<file path="src/rtl/display_pkg.sv">
// display_pkg -- shared defaults for the multiplexed display scanner.
//   DEF_N_DIGITS / DEF_DIGIT_W / DEF_SCAN_DIV / DEF_PWM_W : default parameters
//   idx_width(n) : bits needed to index n items (never less than 1)
package display_pkg;

   localparam int DEF_N_DIGITS = 8;
   localparam int DEF_DIGIT_W  = 4;
   localparam int DEF_SCAN_DIV = 50000;
   localparam int DEF_PWM_W    = 4;

   function automatic int idx_width(input int n);
      return (n > 1) ? $clog2(n) : 1;
   endfunction

endpackage

</file>
<file path="src/rtl/scan_timer.sv">
// scan_timer -- digit-advance prescaler plus brightness PWM counter.
//   clk, reset_n : clock, asynchronous active-low reset
//   bright       : PWM duty, 0 = never lit
//   adv          : combinational, high in the cycle whose closing edge advances the digit
//   scan_tick    : registered, high for the first cycle of each newly selected digit
//   lit          : combinational, PWM says the display may be lit this cycle
module scan_timer
   import display_pkg::*;
#(
   parameter int SCAN_DIV = DEF_SCAN_DIV,
   parameter int PWM_W    = DEF_PWM_W
) (
   input  logic             clk,
   input  logic             reset_n,
   input  logic [PWM_W-1:0] bright,
   output logic             adv,
   output logic             scan_tick,
   output logic             lit
);

   localparam int                 PRESC_W    = idx_width(SCAN_DIV);
   localparam logic [PRESC_W-1:0] PRESC_LAST = PRESC_W'(SCAN_DIV - 1);

   logic [PRESC_W-1:0] presc_r;
   logic [PWM_W-1:0]   pwm_cnt_r;
   logic               scan_tick_r;
   logic               adv_s;
   logic               lit_s;

   // Decode prescaler terminal count and PWM duty comparison.
   always_comb begin
      adv_s = 1'b0;
      lit_s = 1'b0;
      if (presc_r == PRESC_LAST) begin
         adv_s = 1'b1;
      end else begin
         adv_s = 1'b0;
      end
      if (pwm_cnt_r < bright) begin
         lit_s = 1'b1;
      end else begin
         lit_s = 1'b0;
      end
   end

   // Prescaler (wraps at SCAN_DIV-1), free-running PWM counter, tick register.
   always_ff @(posedge clk or negedge reset_n) begin
      if (!reset_n) begin
         presc_r     <= {PRESC_W{1'b0}};
         pwm_cnt_r   <= {PWM_W{1'b0}};
         scan_tick_r <= 1'b0;
      end else begin
         if (adv_s) begin
            presc_r <= {PRESC_W{1'b0}};
         end else begin
            presc_r <= presc_r + PRESC_W'(1);
         end
         pwm_cnt_r   <= pwm_cnt_r + PWM_W'(1);
         scan_tick_r <= adv_s;
      end
   end

   assign adv       = adv_s;
   assign lit       = lit_s;
   assign scan_tick = scan_tick_r;

endmodule

</file>
<file path="src/rtl/display_scan_mem.sv">
// display_scan_mem -- digit store with time-multiplexed, PWM-dimmed scan output.
//   clk, reset_n : clock, asynchronous active-low reset
//   wr_en, wr_data, wr_mask : masked write of packed digits
//   blank_mask   : per-digit force-dark
//   bright       : PWM brightness, 0 = off
//   an_n         : one-cold digit select (all ones = dark)
//   digit        : stored value of the selected digit
//   digit_idx    : index of the selected digit
//   scan_tick    : one-cycle pulse in the first cycle of each new digit
module display_scan_mem
   import display_pkg::*;
#(
   parameter int N_DIGITS = DEF_N_DIGITS,
   parameter int DIGIT_W  = DEF_DIGIT_W,
   parameter int SCAN_DIV = DEF_SCAN_DIV,
   parameter int PWM_W    = DEF_PWM_W
) (
   input  logic                               clk,
   input  logic                               reset_n,
   input  logic                               wr_en,
   input  logic [N_DIGITS*DIGIT_W-1:0]        wr_data,
   input  logic [N_DIGITS-1:0]                wr_mask,
   input  logic [N_DIGITS-1:0]                blank_mask,
   input  logic [PWM_W-1:0]                   bright,
   output logic [N_DIGITS-1:0]                an_n,
   output logic [DIGIT_W-1:0]                 digit,
   output logic [idx_width(N_DIGITS)-1:0]     digit_idx,
   output logic                               scan_tick
);

   localparam int               IDX_W    = idx_width(N_DIGITS);
   localparam logic [IDX_W-1:0] IDX_LAST = IDX_W'(N_DIGITS - 1);

   logic [DIGIT_W-1:0]          mem_r [N_DIGITS];
   logic                        wr_en_r;
   logic [N_DIGITS*DIGIT_W-1:0] wr_data_r;
   logic [N_DIGITS-1:0]         wr_mask_r;
   logic [IDX_W-1:0]            idx_r;
   logic [IDX_W-1:0]            idx_next_s;
   logic [N_DIGITS-1:0]         an_r;
   logic [N_DIGITS-1:0]         an_next_s;
   logic [DIGIT_W-1:0]          digit_r;
   logic                        adv_s;
   logic                        lit_s;

   scan_timer #(
      .SCAN_DIV (SCAN_DIV),
      .PWM_W    (PWM_W)
   ) u_scan_timer (
      .clk       (clk),
      .reset_n   (reset_n),
      .bright    (bright),
      .adv       (adv_s),
      .scan_tick (scan_tick),
      .lit       (lit_s)
   );

   // Next digit index (explicit wrap for non-power-of-two counts) and next select.
   // The advance cycle is forced dark so outgoing and incoming digits never overlap;
   // outside it idx_r already equals the next index, keeping an_n and digit_idx aligned.
   always_comb begin
      idx_next_s = idx_r;
      an_next_s  = {N_DIGITS{1'b1}};
      if (adv_s) begin
         if (idx_r == IDX_LAST) begin
            idx_next_s = {IDX_W{1'b0}};
         end else begin
            idx_next_s = idx_r + IDX_W'(1);
         end
      end else begin
         idx_next_s = idx_r;
         if (lit_s && !blank_mask[idx_r]) begin
            an_next_s[idx_r] = 1'b0;
         end else begin
            an_next_s = {N_DIGITS{1'b1}};
         end
      end
   end

   // Write capture stage: a write is committed to the store one edge after sampling,
   // which with the output register gives the two-clock write-to-display latency.
   always_ff @(posedge clk or negedge reset_n) begin
      if (!reset_n) begin
         wr_en_r   <= 1'b0;
         wr_data_r <= {(N_DIGITS*DIGIT_W){1'b0}};
         wr_mask_r <= {N_DIGITS{1'b0}};
      end else begin
         wr_en_r   <= wr_en;
         wr_data_r <= wr_data;
         wr_mask_r <= wr_mask;
      end
   end

   // Digit store: masked per-digit update.
   always_ff @(posedge clk or negedge reset_n) begin
      if (!reset_n) begin
         for (int k = 0; k < N_DIGITS; k++) begin
            mem_r[k] <= {DIGIT_W{1'b0}};
         end
      end else begin
         for (int k = 0; k < N_DIGITS; k++) begin
            if (wr_en_r && wr_mask_r[k]) begin
               mem_r[k] <= wr_data_r[k*DIGIT_W +: DIGIT_W];
            end
         end
      end
   end

   // Output registers: index, select and digit value all refer to the same digit.
   always_ff @(posedge clk or negedge reset_n) begin
      if (!reset_n) begin
         idx_r   <= {IDX_W{1'b0}};
         an_r    <= {N_DIGITS{1'b1}};
         digit_r <= {DIGIT_W{1'b0}};
      end else begin
         idx_r   <= idx_next_s;
         an_r    <= an_next_s;
         digit_r <= mem_r[idx_next_s];
      end
   end

   assign digit_idx = idx_r;
   assign an_n      = an_r;
   assign digit     = digit_r;

endmodule

</file>
<file path="config.mk">
export PLATFORM = sky130hd
export DESIGN_NAME = display_scan_mem
export DESIGN_NICKNAME = d
export VERILOG_FILES = /design/src/rtl/display_pkg.sv /design/src/rtl/scan_timer.sv /design/src/rtl/display_scan_mem.sv
export SDC_FILE = /design/constraint.sdc
export NUM_CORES = 1
export LEC_CHECK = 0
export BUFFER_PORTS_ARGS = -buffer_cell sky130_fd_sc_hd__buf_2
export CORE_MARGIN = 4
export CORE_UTILIZATION = 50
export CTS_BUF_LIST = sky130_fd_sc_hd__clkbuf_16
export CTS_CLUSTER_SIZE = 10
export DETAILED_ROUTE_END_ITERATION = 10
export PLACE_DENSITY = 0.83
export SETUP_SLACK_MARGIN = 0.3
export SLEW_MARGIN = 10
export SYNTH_ARGS = -nofsm -noshare
export SYNTH_HDL_FRONTEND = slang
export SYNTH_SLANG_ARGS = --single-unit
</file>
<file path="constraint.sdc">
create_clock -name clk -period 2.5 [get_ports clk]
set_input_delay 0.75 -clock clk [delete_from_list [all_inputs] [get_ports clk]]
set_output_delay 0.75 -clock clk [all_outputs]
set_load 0.02 [all_outputs]
</file>
==> metrics.md <==
| Metric | Value |
|---|---|
| # DRC | `0` |
| H-tree Lvls | `3` |
| Max Slew Vio Count | `0` |
| Flop-to-flop setup slack | `-0.01 ns` |
| Worst Tran Pin Value | `around 0.56 ns` |
| Via count | `roughly 2400` |
| IO Pins | `71` |
| Pin count of the biggest net entering global routing | `110` |
| Hold Path Class | `input port to asynchronous set/reset pin` |
| P_sw | `approximately 0.83 mW` |
| CTS tree | `built` |
| Layout Skew | `approximately 0.0073 ns` |
| Final nets | `426` |
| Tcrit/Tclk final | `100%` |
| Vias per Instance | `slightly above 5` |
| Gr ovfl total | `0` |
| Peak Freq | `between 300 and 400 MHz` |
| Fillers | `slightly below 600` |
| Die Width | `slightly below 100 um` |
| Final Cell Area | `5010 sq um` |
| Clock Pin Slew Worst Setup and Hold Paths | `0.07 ns` |
| Clock sink total | `109` |
| Share of layout cells above drive strength 1 | `between 40% and 50%` |
| Max cap viols | `0` |
| Initial antenna violation count | `0` |
| Failing checks | `negative setup slack` |
| CP most frequent cell | `mux2i_1` |
| CP Cell Sequence | `or4bb_4 > nor4_4 > mux2i_4 > clkbuf_16 > mux2i_1 > mux2i_1 > mux2_2` |
| Power Density | `roughly 710 nW/um^2` |
| Mapped Area | `approximately 4000 sq um` |
| Worst path arrival time | `2.74 ns` |
| Register area share after synthesis | `around two thirds` |
| Setup ws final | `-0.0115 ns` |
| R2r worst-path depth | `7` |
| R2r startpoint | `u_scan_timer.presc_r[4]` |
| Global Route Usage Sum | `roughly 16%` |
| Critical path class | `flop to flop` |
| Hold Vio Cnt, Final | `0` |
| Total Wirelength | `7410 um` |
| Number of synthesized flops with an enable pin | `0` |
| Primary FF master, synth | `dfrtp_1` |
| DIE AREA | `between 9000 and 10000 sq um` |
| DP Area | `4660 sq um` |
| Syn_nets | `~330` |
| #FFs+latches synth | `approximately 110` |
| # rows | `32` |
| Comb power frac | `between 7 and 8%` |
| Die height | `slightly below 100 um` |
| Worst path slowest cell | `or4bb_4` |
| Sw Share | `between 20% and 30%` |
| Core Footprint | `7850 sq um` |
| Post-DP HPWL | `roughly 5300 um` |
| Final setup violation count | `2` |
| FF-to-FF End | `digit[2]` |
| WP data required | `~2.7 ns` |
| CTS Root Cell | `clkbuf_16` |
| Fin util | `a little under two thirds` |
| CP endpoint kind | `flop` |
| Max stage delay on crit path | `approximately 0.56 ns` |
| Flop pwr share | `55.2%` |
| Critical Path Source Type | `flop` |
| Initial DRT Pass Iterations | `4` |
| First-pass GRT wire length | `12000 um` |
| # diodes | `0` |
| Wirelength per Cell | `between 15 and 20 um` |
| Starting Density | `52.1%` |
| Worst rel slew slack | `roughly 63%` |
| Vias in the first global route | `between 2000 and 3000` |
| Syn Inst Count | `approximately 270` |
| Count of input and output buffers | `70` |
| Place WS | `0.0139 ns` |
| P_int | `about 2.7 mW` |
| GPL Wtd Cong | `~0.8` |
| Detailed Route Iter0 Violations | `81` |
| Critical path fanouts, max | `8` |
| Number of CTS-inserted buffers | `9` |
| Hold-fix buffers, CTS | `0` |
| Status | `complete, but fails checks` |
| Ys async rst share | `100%` |
| VDD IR max | `between 0.0005 and 0.0006 V` |
| Leak Pwr | `approximately 2.5 nW` |
| P&R area growth vs syn | `22.5%` |
| Clk_lat worst skew | `~0.35 ns` |
| YS warnings | `0` |
| Crit path time final | `~2.5 ns` |
| RSZ-0062 raised after global routing | `yes` |
| Maximum clock insertion buffer count | `2` |
| Post-synth cell types | `30` |
| Antenna-violating nets left | `0` |
| Syn_area_per_cell | `~15 sq um` |
| Clock network power share | `about 38%` |
## sequential cells by signal, summed over array words and instances, names as in the netlist
signal                  cells
wr_en_r                     1
wr_data_r                  32
digit                       4
mem_r                      32
wr_mask_r                   8
digit_idx                   3
u_scan_timer.presc_r       16
an_n                        8
u_scan_timer.pwm_cnt_r      4
u_scan_timer.scan_tick      1
## how the worst max path moves through the flow
stage,from,endpoint,slack (ns),cells past startpoint
floorplan,u_scan_timer.presc_r[11],digit[2],-0.02,7
global placement,u_scan_timer.presc_r[10],digit[0],0.12,7
detailed placement,u_scan_timer.presc_r[10],digit[0],0.01,7
CTS,u_scan_timer.presc_r[10],digit[1],0.0009,7
global route,u_scan_timer.presc_r[4],digit[1],-0.09,7
finish,u_scan_timer.presc_r[4],digit[2],-0.01,7
## critical path: cells and delay by family (launching register included)
family / cells / cell delay (ns)
flops: 1 / 0.39
simple gates: 2 / 0.88
buf+inv: 1 / 0.21
mux: 4 / 0.90
## area by class of cell
cell class / instances / area (sq um) / area share [%]
tap: 102 / 128 / 2.55
clock buffer: 9 / 225 / 4.50
multi-input combinational: 151 / 1310 / 26.2
sequential: 109 / 2740 / 54.7
inverter: 7 / 26.3 / 0.525
clock inverter: 7 / 62.6 / 1.25
timing repair buffer: 86 / 515 / 10.3
## kinds of logic after synthesis
group           synth area share, %
compound gates                0.582
simple gates                   7.87
mux                            17.7
flops                          67.0
xor+xnor                       3.43
fa+ha+maj                      2.14
buf+inv                        1.29
## Yosys cell counts (3+ instances only)
library cell  count  area [sq um]
dfrtp_1         101          2530
mux2_2           36           405
mux2i_1          26           260
nand2_1          21          78.8
nor2_1           12          45.0
nand3_1           9          45.0
xor2_1            9          78.8
dfstp_2           8           210
ha_1              7          87.6
xnor2_1           7          61.3
inv_1             5          18.8
and3_1            4          25.0
nor2b_1           4          25.0
clkbuf_1          3          11.3
## layer usage
metal	vias to the layer above	GRT usage [%]	routed length, um
met5	-	0	0
met4	0	7.04	176
met3	12	4.53	363
met2	62	27.0	3750
met1	1183	19.2	3120
li1	1116	-	-
## power groups by stage
stage / clock network (mW) / registers, mW / logic (mW)
final: 1.33 / 1.96 / 0.253
after global routing: 1.43 / 1.97 / 0.283
after CTS: 1.37 / 1.96 / 0.258
after detailed placement: 0 / 1.99 / 0.254
after global placement: 0 / 1.99 / 0.240
after floorplan: 0 / 1.97 / 0.131
## layout by cell type (no fill, tap or decap), drive strengths merged, types with 4 or more instances in the layout
| master | synthesis | final |
|---|---|---|
| clkbuf | 3 | 10 |
| dfrtp | 101 | 101 |
| xnor2 | 7 | 7 |
| mux2 | 36 | 36 |
| dfstp | 8 | 8 |
| nand3 | 9 | 9 |
| mux2i | 27 | 27 |
| ha | 7 | 7 |
| and3 | 4 | 4 |
| xor2 | 9 | 9 |
| clkinv | 0 | 4 |
| buf | 2 | 85 |
| nor2b | 4 | 4 |
| nand2 | 21 | 21 |
| nor2 | 12 | 12 |
| inv | 7 | 10 |
## through the flow
step / instances / hold WS (ns) / setup TNS [ns] / power, mW
detailed placement: 450 / 0.463 / 0 / 2.24
CTS: 466 / 0.479 / 0 / 3.58
global route: 471 / 0.488 / -0.307 / 3.68
floorplan: 272 / 0.435 / -0.0773 / 2.10
global placement: 450 / 0.461 / 0 / 2.23
finish: 471 / 0.446 / -0.0129 / 3.54
## timing repair
action	CTS	global route
setup buffers	0	4
setup endpoints to repair	4	6
pin swaps	0	1
cloned	0	1
resized for setup	0	2
Note: power is estimated with default switching activity, not from simulation.
